--- src/rtl/bp_cce_hybrid_req_arbiter.sv ---
`default_nettype none
// ============================================================================
// Module   : bp_cce_hybrid_req_arbiter
// Brief    : Whole-message arbiter merging pending-queue replays (valid->yumi)
//            and new LCE requests (ready&valid) into one BedRock burst stream.
//            Optional fairness counter enabled by BP_CCE_HYBRID_ARB_FAIR_EN.
// Revision : 1.0 - initial release
// ============================================================================
module bp_cce_hybrid_req_arbiter #(
  parameter int lce_req_msg_header_width_lp = 64,
  parameter int lce_data_width_p            = 64,
  parameter int max_pend_grants_p           = 4
) (
  input  logic                                   clk_i,
  input  logic                                   reset_i,

  input  logic [lce_req_msg_header_width_lp-1:0] pend_header_i,
  input  logic                                   pend_header_v_i,
  output logic                                   pend_header_yumi_o,
  input  logic                                   pend_has_data_i,
  input  logic [lce_data_width_p-1:0]            pend_data_i,
  input  logic                                   pend_data_v_i,
  output logic                                   pend_data_yumi_o,
  input  logic                                   pend_last_i,

  input  logic [lce_req_msg_header_width_lp-1:0] new_header_i,
  input  logic                                   new_header_v_i,
  output logic                                   new_header_ready_and_o,
  input  logic                                   new_has_data_i,
  input  logic [lce_data_width_p-1:0]            new_data_i,
  input  logic                                   new_data_v_i,
  output logic                                   new_data_ready_and_o,
  input  logic                                   new_last_i,

  output logic [lce_req_msg_header_width_lp-1:0] lce_req_header_o,
  output logic                                   lce_req_header_v_o,
  input  logic                                   lce_req_header_ready_and_i,
  output logic                                   lce_req_has_data_o,
  output logic [lce_data_width_p-1:0]            lce_req_data_o,
  output logic                                   lce_req_data_v_o,
  input  logic                                   lce_req_data_ready_and_i,
  output logic                                   lce_req_last_o,

  output logic                                   src_pend_o,
  output logic                                   busy_o
);

  typedef enum logic [0:0] {
    e_ready = 1'b0,
    e_data  = 1'b1
  } state_e;

  state_e r_state;
  state_e w_state_next;

  logic r_lock_v;
  logic r_lock_pend;
  logic r_src_pend;
  logic w_sel_pend;
  logic w_use_pend;
  logic w_fair_new;
  logic w_hdr_hs;
  logic w_data_hs;

  if (max_pend_grants_p < 1) begin : g_bad_cfg
    $error("max_pend_grants_p must be >= 1");
  end

`ifdef BP_CCE_HYBRID_ARB_FAIR_EN
  localparam int c_cnt_w = $clog2(max_pend_grants_p + 1);
  localparam logic [c_cnt_w-1:0] c_cnt_max = c_cnt_w'(max_pend_grants_p);

  logic [c_cnt_w-1:0] r_pend_cnt;

  assign w_fair_new = new_header_v_i & (r_pend_cnt == c_cnt_max);

  // Counts pending grants taken while a new header was left waiting.
  always_ff @(posedge clk_i) begin
    if (reset_i) begin
      r_pend_cnt <= '0;
    end else if (w_hdr_hs && !w_sel_pend) begin
      r_pend_cnt <= '0;
    end else if (w_hdr_hs && new_header_v_i && (r_pend_cnt != c_cnt_max)) begin
      r_pend_cnt <= r_pend_cnt + 1'b1;
    end
  end
`else
  assign w_fair_new = 1'b0;
`endif

  always_comb begin
    if (r_lock_v) begin
      w_sel_pend = r_lock_pend;
    end else if (w_fair_new) begin
      w_sel_pend = 1'b0;
    end else begin
      w_sel_pend = pend_header_v_i;
    end
  end

  assign w_use_pend         = (r_state == e_data) ? r_src_pend : w_sel_pend;
  assign lce_req_header_o   = w_use_pend ? pend_header_i   : new_header_i;
  assign lce_req_has_data_o = w_use_pend ? pend_has_data_i : new_has_data_i;
  assign lce_req_data_o     = w_use_pend ? pend_data_i     : new_data_i;
  assign lce_req_last_o     = w_use_pend ? pend_last_i     : new_last_i;
  assign src_pend_o         = w_use_pend;
  assign busy_o             = (r_state == e_data);

  always_comb begin
    w_state_next           = r_state;
    lce_req_header_v_o     = 1'b0;
    pend_header_yumi_o     = 1'b0;
    new_header_ready_and_o = 1'b0;
    lce_req_data_v_o       = 1'b0;
    pend_data_yumi_o       = 1'b0;
    new_data_ready_and_o   = 1'b0;
    w_hdr_hs               = 1'b0;
    w_data_hs              = 1'b0;
    if (!reset_i) begin
      case (r_state)
        e_ready: begin
          lce_req_header_v_o     = w_sel_pend ? pend_header_v_i : new_header_v_i;
          w_hdr_hs               = lce_req_header_v_o & lce_req_header_ready_and_i;
          pend_header_yumi_o     = w_sel_pend & w_hdr_hs;
          new_header_ready_and_o = ~w_sel_pend & lce_req_header_ready_and_i;
          if (w_hdr_hs && lce_req_has_data_o) begin
            w_state_next = e_data;
          end
        end
        e_data: begin
          lce_req_data_v_o     = r_src_pend ? pend_data_v_i : new_data_v_i;
          w_data_hs            = lce_req_data_v_o & lce_req_data_ready_and_i;
          pend_data_yumi_o     = r_src_pend & w_data_hs;
          new_data_ready_and_o = ~r_src_pend & lce_req_data_ready_and_i;
          if (w_data_hs && lce_req_last_o) begin
            w_state_next = e_ready;
          end
        end
        default: w_state_next = e_ready;
      endcase
    end
  end

  always_ff @(posedge clk_i) begin
    if (reset_i) begin
      r_state <= e_ready;
    end else begin
      r_state <= w_state_next;
    end
  end

  // A presented but stalled header pins the selection until it is accepted.
  always_ff @(posedge clk_i) begin
    if (reset_i) begin
      r_lock_v    <= 1'b0;
      r_lock_pend <= 1'b0;
      r_src_pend  <= 1'b0;
    end else if (w_hdr_hs) begin
      r_lock_v   <= 1'b0;
      r_src_pend <= w_sel_pend;
    end else if (lce_req_header_v_o) begin
      r_lock_v    <= 1'b1;
      r_lock_pend <= w_sel_pend;
    end
  end

endmodule
`default_nettype wire

--- config.mk ---
export PLATFORM = sky130hd
export DESIGN_NAME = bp_cce_hybrid_req_arbiter
export DESIGN_NICKNAME = d
export VERILOG_FILES = /design/src/rtl/bp_cce_hybrid_req_arbiter.sv
export SDC_FILE = /design/constraint.sdc
export NUM_CORES = 1
export LEC_CHECK = 0
export ABC_AREA = 1
export CAP_MARGIN = 40
export CORE_AREA = 8 8 150 152
export CTS_CLUSTER_DIAMETER = 80
export DETAILED_ROUTE_END_ITERATION = 8
export DIE_AREA = 0 0 158 160
export RECOVER_POWER = 50
export SYNTH_ARGS = -nofsm -noshare
export SYNTH_HDL_FRONTEND = slang
export SYNTH_SLANG_ARGS = --single-unit
--- constraint.sdc ---
create_clock -name clk_i -period 4.7 [get_ports clk_i]
set_clock_uncertainty 0.1 [all_clocks]
set_input_delay 1.41 -clock clk_i [delete_from_list [all_inputs] [get_ports clk_i]]
set_output_delay 1.41 -clock clk_i [all_outputs]
set_load 0.03 [all_outputs]
; After elaboration in Yosys (flattened, before gate mapping)
; Index checks and enable logic that the tools add are counted.
[word_totals]
ff_bits = 4
latch_bits = 0
ram_bits = 0
mem_bits_ro = 0
in_bits = 268
mem_count = 0
[op_classes]
addsub = 0
n_mul = 0
div = 0
n_lt_le_gt_ge = 0
eq_ne = 0
shifts = 0
muxes = 25
n_bitwise = 10
reduce_logical = 4
[op_table]
columns = op, n
row1 = $mux W64, 2
row2 = $mux W1, 22
row3 = $and A1 B1 Y1, 6
row4 = $not A1 Y1, 4
row5 = $logic_and A1 B1 Y1, 2
row6 = $pmux W1 S2, 1
row7 = $reduce_and A2 Y1, 1
row8 = $reduce_or A2 Y1, 1

; Depth between registers and ports, before layout
[logic_depth]
ltp_word = 7
mapped_depth = 9
depth_no_buf = 8

; Least setup slack after synthesis
; Ideal clock, no wire load.
[synth_timing]
path_kind = input -> output
start = input pend_data_v_i
end = output pend_data_yumi_o
arrival_ps = 2496
path_slack_ps = 694
path_stages = 4
path_buffers = 0
cell_sequence = inv_1 > nand2_1 > o21ai_0 > nor4_1
[synth_between]
elab_chain_len = 5
[synth_rtl]
columns = element, line
row1 = from (decl), 22  ; input logic pend_data_v_i,
row2 = $mux W1, 131  ; lce_req_data_v_o = r_src_pend ? pend_data_v_i : new_data_v_i;
row3 = $and A1 B1 Y1, 132  ; w_data_hs = lce_req_data_v_o & lce_req_data_ready_and_i;
row4 = $and A1 B1 Y1, 133  ; pend_data_yumi_o = r_src_pend & w_data_hs;
row5 = $mux W1, 120  ; case (r_state)
row6 = $mux W1, 119  ; if (!reset_i) begin
row7 = to (decl), 23  ; output logic pend_data_yumi_o,
; No other way between the ends.

; Worst setup path in the final report
[layout_timing]
start = input pend_header_v_i
end = output lce_req_data_o[10]
[layout_between]
elab_chain_len = 3
[layout_rtl]
columns = element, line
row1 = from (decl), 18  ; input logic pend_header_v_i,
row2 = $mux W1, 92  ; if (r_lock_v) begin
row3 = $mux W1, 101  ; assign w_use_pend = (r_state == e_data) ? r_src_pend : w_sel_pend;
row4 = $mux W64, 104  ; assign lce_req_data_o = w_use_pend ? pend_data_i : new_data_i;
row5 = to (decl), 39  ; output logic [lce_data_width_p-1:0] lce_req_data_o,
; No other way between the ends.

==> reports/qor.yml <==
clock_network:
  clk_path_buf_depth: 2
  clk_latency_ns: 0.22
  cts_setup_buffers: 0
  clk_pin_slew_worst_paths_ns: 0.03
  cts_resized: 0
  cts-root-buf: "clkbuf_16"
  clkSinkCount: 4
  numCtsBuffers: 3
  cts_hold_buf: 0
  cts.htree.levels: 1
  cts_tree: "yes"
grt:
  gr-total-overflow: 0
  antenna_found_initial: 0
  grt_usage: 0.132
  grt_pass1_vias: 4803
  grt_start_max_net_pins: 68
  grt_pass1_wl_um: 26800
synthesis:
  yosysTopAreaCellShare: 0.480
  netlist_instances: 486
  yosysMostFrequentCell: "nand2_1"
  synth_common_cells: "273 x nand2_1, 135 x nand3_1, 24 x buf_2, 10 x clkbuf_1, 10 x inv_1"
  netlist_top_cells_area: "nand2_1 48%, nand3_1 32%, buf_2 5.6%"
  syn_avg_cell_area_um2: 4.39
  ys_types: 19
  ys_seq_area_frac: 0.0375
  synthArstFlopShare: 0
  synth.yosys.warnings: 0
  post_synth_instance_area_mm2: 0.00214
  synth_top_area_cell: "nand2_1"
  ys.flop_type: "dfxtp_1"
  synth_seq_cells: 4
  synth_edf_count: 0
  syn_nets: 754
setup_path:
  critPathArrivalTime_ns: 3.05
  endpoint_kind: "output pin"
  worst_path_max_delay_cell: "clkdlybuf4s50_1"
  worstSetupStartpoint: "pend_header_v_i"
  critPathTopFamily: "buffers and inverters"
  ff2ff_setup_slack_ns: 2.61
  cp_num_buf_inv: 4
  max_stage_delay_ns: 0.51
  rr_endpoint: "busy_o$_SDFF_PP0_"
  cp-start-kind: "input pin"
  crit_fanout: 31
  cp_cell_sequence: "clkdlybuf4s50_1 -> inv_1 -> nand2_1 -> nand3_4 -> nand2_4 -> buf_12 -> nand2_1 -> nand2_1 -> dlymetal6s2s_1"
  cpMostUsedCell: "nand2_1"
  rr_worst_depth: 6
  r2r_start: "busy_o$_SDFF_PP0_"
  required_ns: 3.19
  path_class: "in -> out"
timing:
  rsz0062_at_grt: "no"
  setup_viol: 0
  tns_ns: 0
  fin_crit_ns: 4.56
  holdWs_ns: 0.403
  slew_headroom: 0.549
  fmax_mhz: 219
  hold_viol_final: 0
  slew_violations: 0
  worst_slew_pin_slew_ns: 0.677
  fin_crit_sh: 0.970
floorplanning:
  die_h_um: 160
  rows: 52
  die_w_um: 158
  dieArea_mm2: 0.0253
  core_mm2: 0.0200
  initial_core_util: 0.107
  ios: 406
route:
  vias_per_cell: 3.95
  drt_iter0_drc: 258
  wl_per_cell_um: 16.0
  ant_nets: 0
  finalWirelength_um: 18100
  vias: 4475
  drcViolationCount: 0
  drtPass1Iterations: 4
cells_and_area:
  finalNetCount: 1133
  regArea_um2: 80.1
  nFillCells: 2248
  diodes: 0
  multi_input_area_mm2: 0.00182
  syn_to_final_growth_pct: 193
  final_cell_count_no_fill: 1133
  drive_above_1_share: 0.168
place:
  place_congestion: 0.850
  portBuffers: 405
  dp_hpwl_um: 15500
  post-place-cells: 1130
outcome:
  status: "complete, no violations"
min_path:
  hold_path_class: "reg -> reg"
  min_to: "r_lock_v$_SDFFE_PP0P_"
  min_from: "r_lock_v$_SDFFE_PP0P_"
  min_path_cells: 2
flow_run:
  drv_cap: 0
power:
  p_leak_uw: 0.00317
  peakVddDrop_mv: 0.143
  p_per_area_mw_per_mm2: 240
## kinds of logic after synthesis
logic type	after synthesis	synth area share
AO/OA/AOI/OAI	3	0.00703
AND/OR/NAND/NOR	425	0.838
buffers and inverters	54	0.118
flip-flops	4	0.0375
## sequential cells by signal, summed over array words and instances (netlist names)
| signal | cells |
|---|---|
| r_src_pend | 1 |
| r_lock_v | 1 |
| r_lock_pend | 1 |
| busy_o | 1 |
## power by group
group	internal, µW	switching, µW	leakage [µW]
Combinational	555	775	0.00310
Clock	108	21.4	0.0000370
Sequential	37.1	3.76	0.0000328
Total	700	800	0.00317
## worst reg2reg max path, delay by kind of cell, from the launching register on
kind / cells / cell delay [ns]
DFF: 1 / 0.36
and+or+nand+nor: 5 / 0.96
buffers and inverters: 1 / 0.62
## worst max-delay path by stage
stage                               to  slack [ns]  cells after the start
floorplan             pend_data_yumi_o        0.69                      4
global placement    lce_req_data_o[13]        0.16                     10
detailed placement  lce_req_data_o[11]        0.13                     10
CTS                     lce_req_last_o        0.13                      9
global route            lce_req_last_o        0.03                      9
finish              lce_req_data_o[10]        0.14                      9
## cell usage in the layout (no fill, tap or decap), types with 3 or more instances in the layout
master           synthesis  layout
buf_12                   0      18
buf_4                    3      64
clkbuf_16                0       3
clkbuf_2                 0      55
clkdlybuf4s50_1          0     271
dfxtp_1                  4       4
dlygate4sd3_1            0       3
dlymetal6s2s_1           0       3
inv_1                   10      10
nand2_1                273     273
nand3_1                135     135
nor2_1                   8       8
## per-layer routing
layer	up-vias	wire length, µm	GRT usage
met2	261	9170	0.253
met4	0	87	0.0120
li1	2308	-	-
met1	1898	6660	0.138
met3	8	2220	0.0475
met5	-	0	0
## final cells by class
type	count	area share
repair buffers	416	0.623
multi-input cells	428	0.291
well taps	270	0.0539
flip-flops and latches	4	0.0128
clock buffers	3	0.0120
inverters	12	0.00719
## through the flow
| step | utilization | total power [µW] | instance area (µm²) | worst slack (ns) |
|---|---|---|---|---|
| after floorplan | - | 743 | 2140 | 0.694 |
| after global routing | 0.313 | 1610 | 6260 | 0.0298 |
| after CTS | 0.322 | 1590 | 6440 | 0.126 |
| final | 0.313 | 1500 | 6260 | 0.139 |
| after detailed placement | 0.318 | 1460 | 6370 | 0.132 |
| after global placement | 0.318 | 1460 | 6370 | 0.162 |
Note: power is estimated with default switching activity, not from simulation.
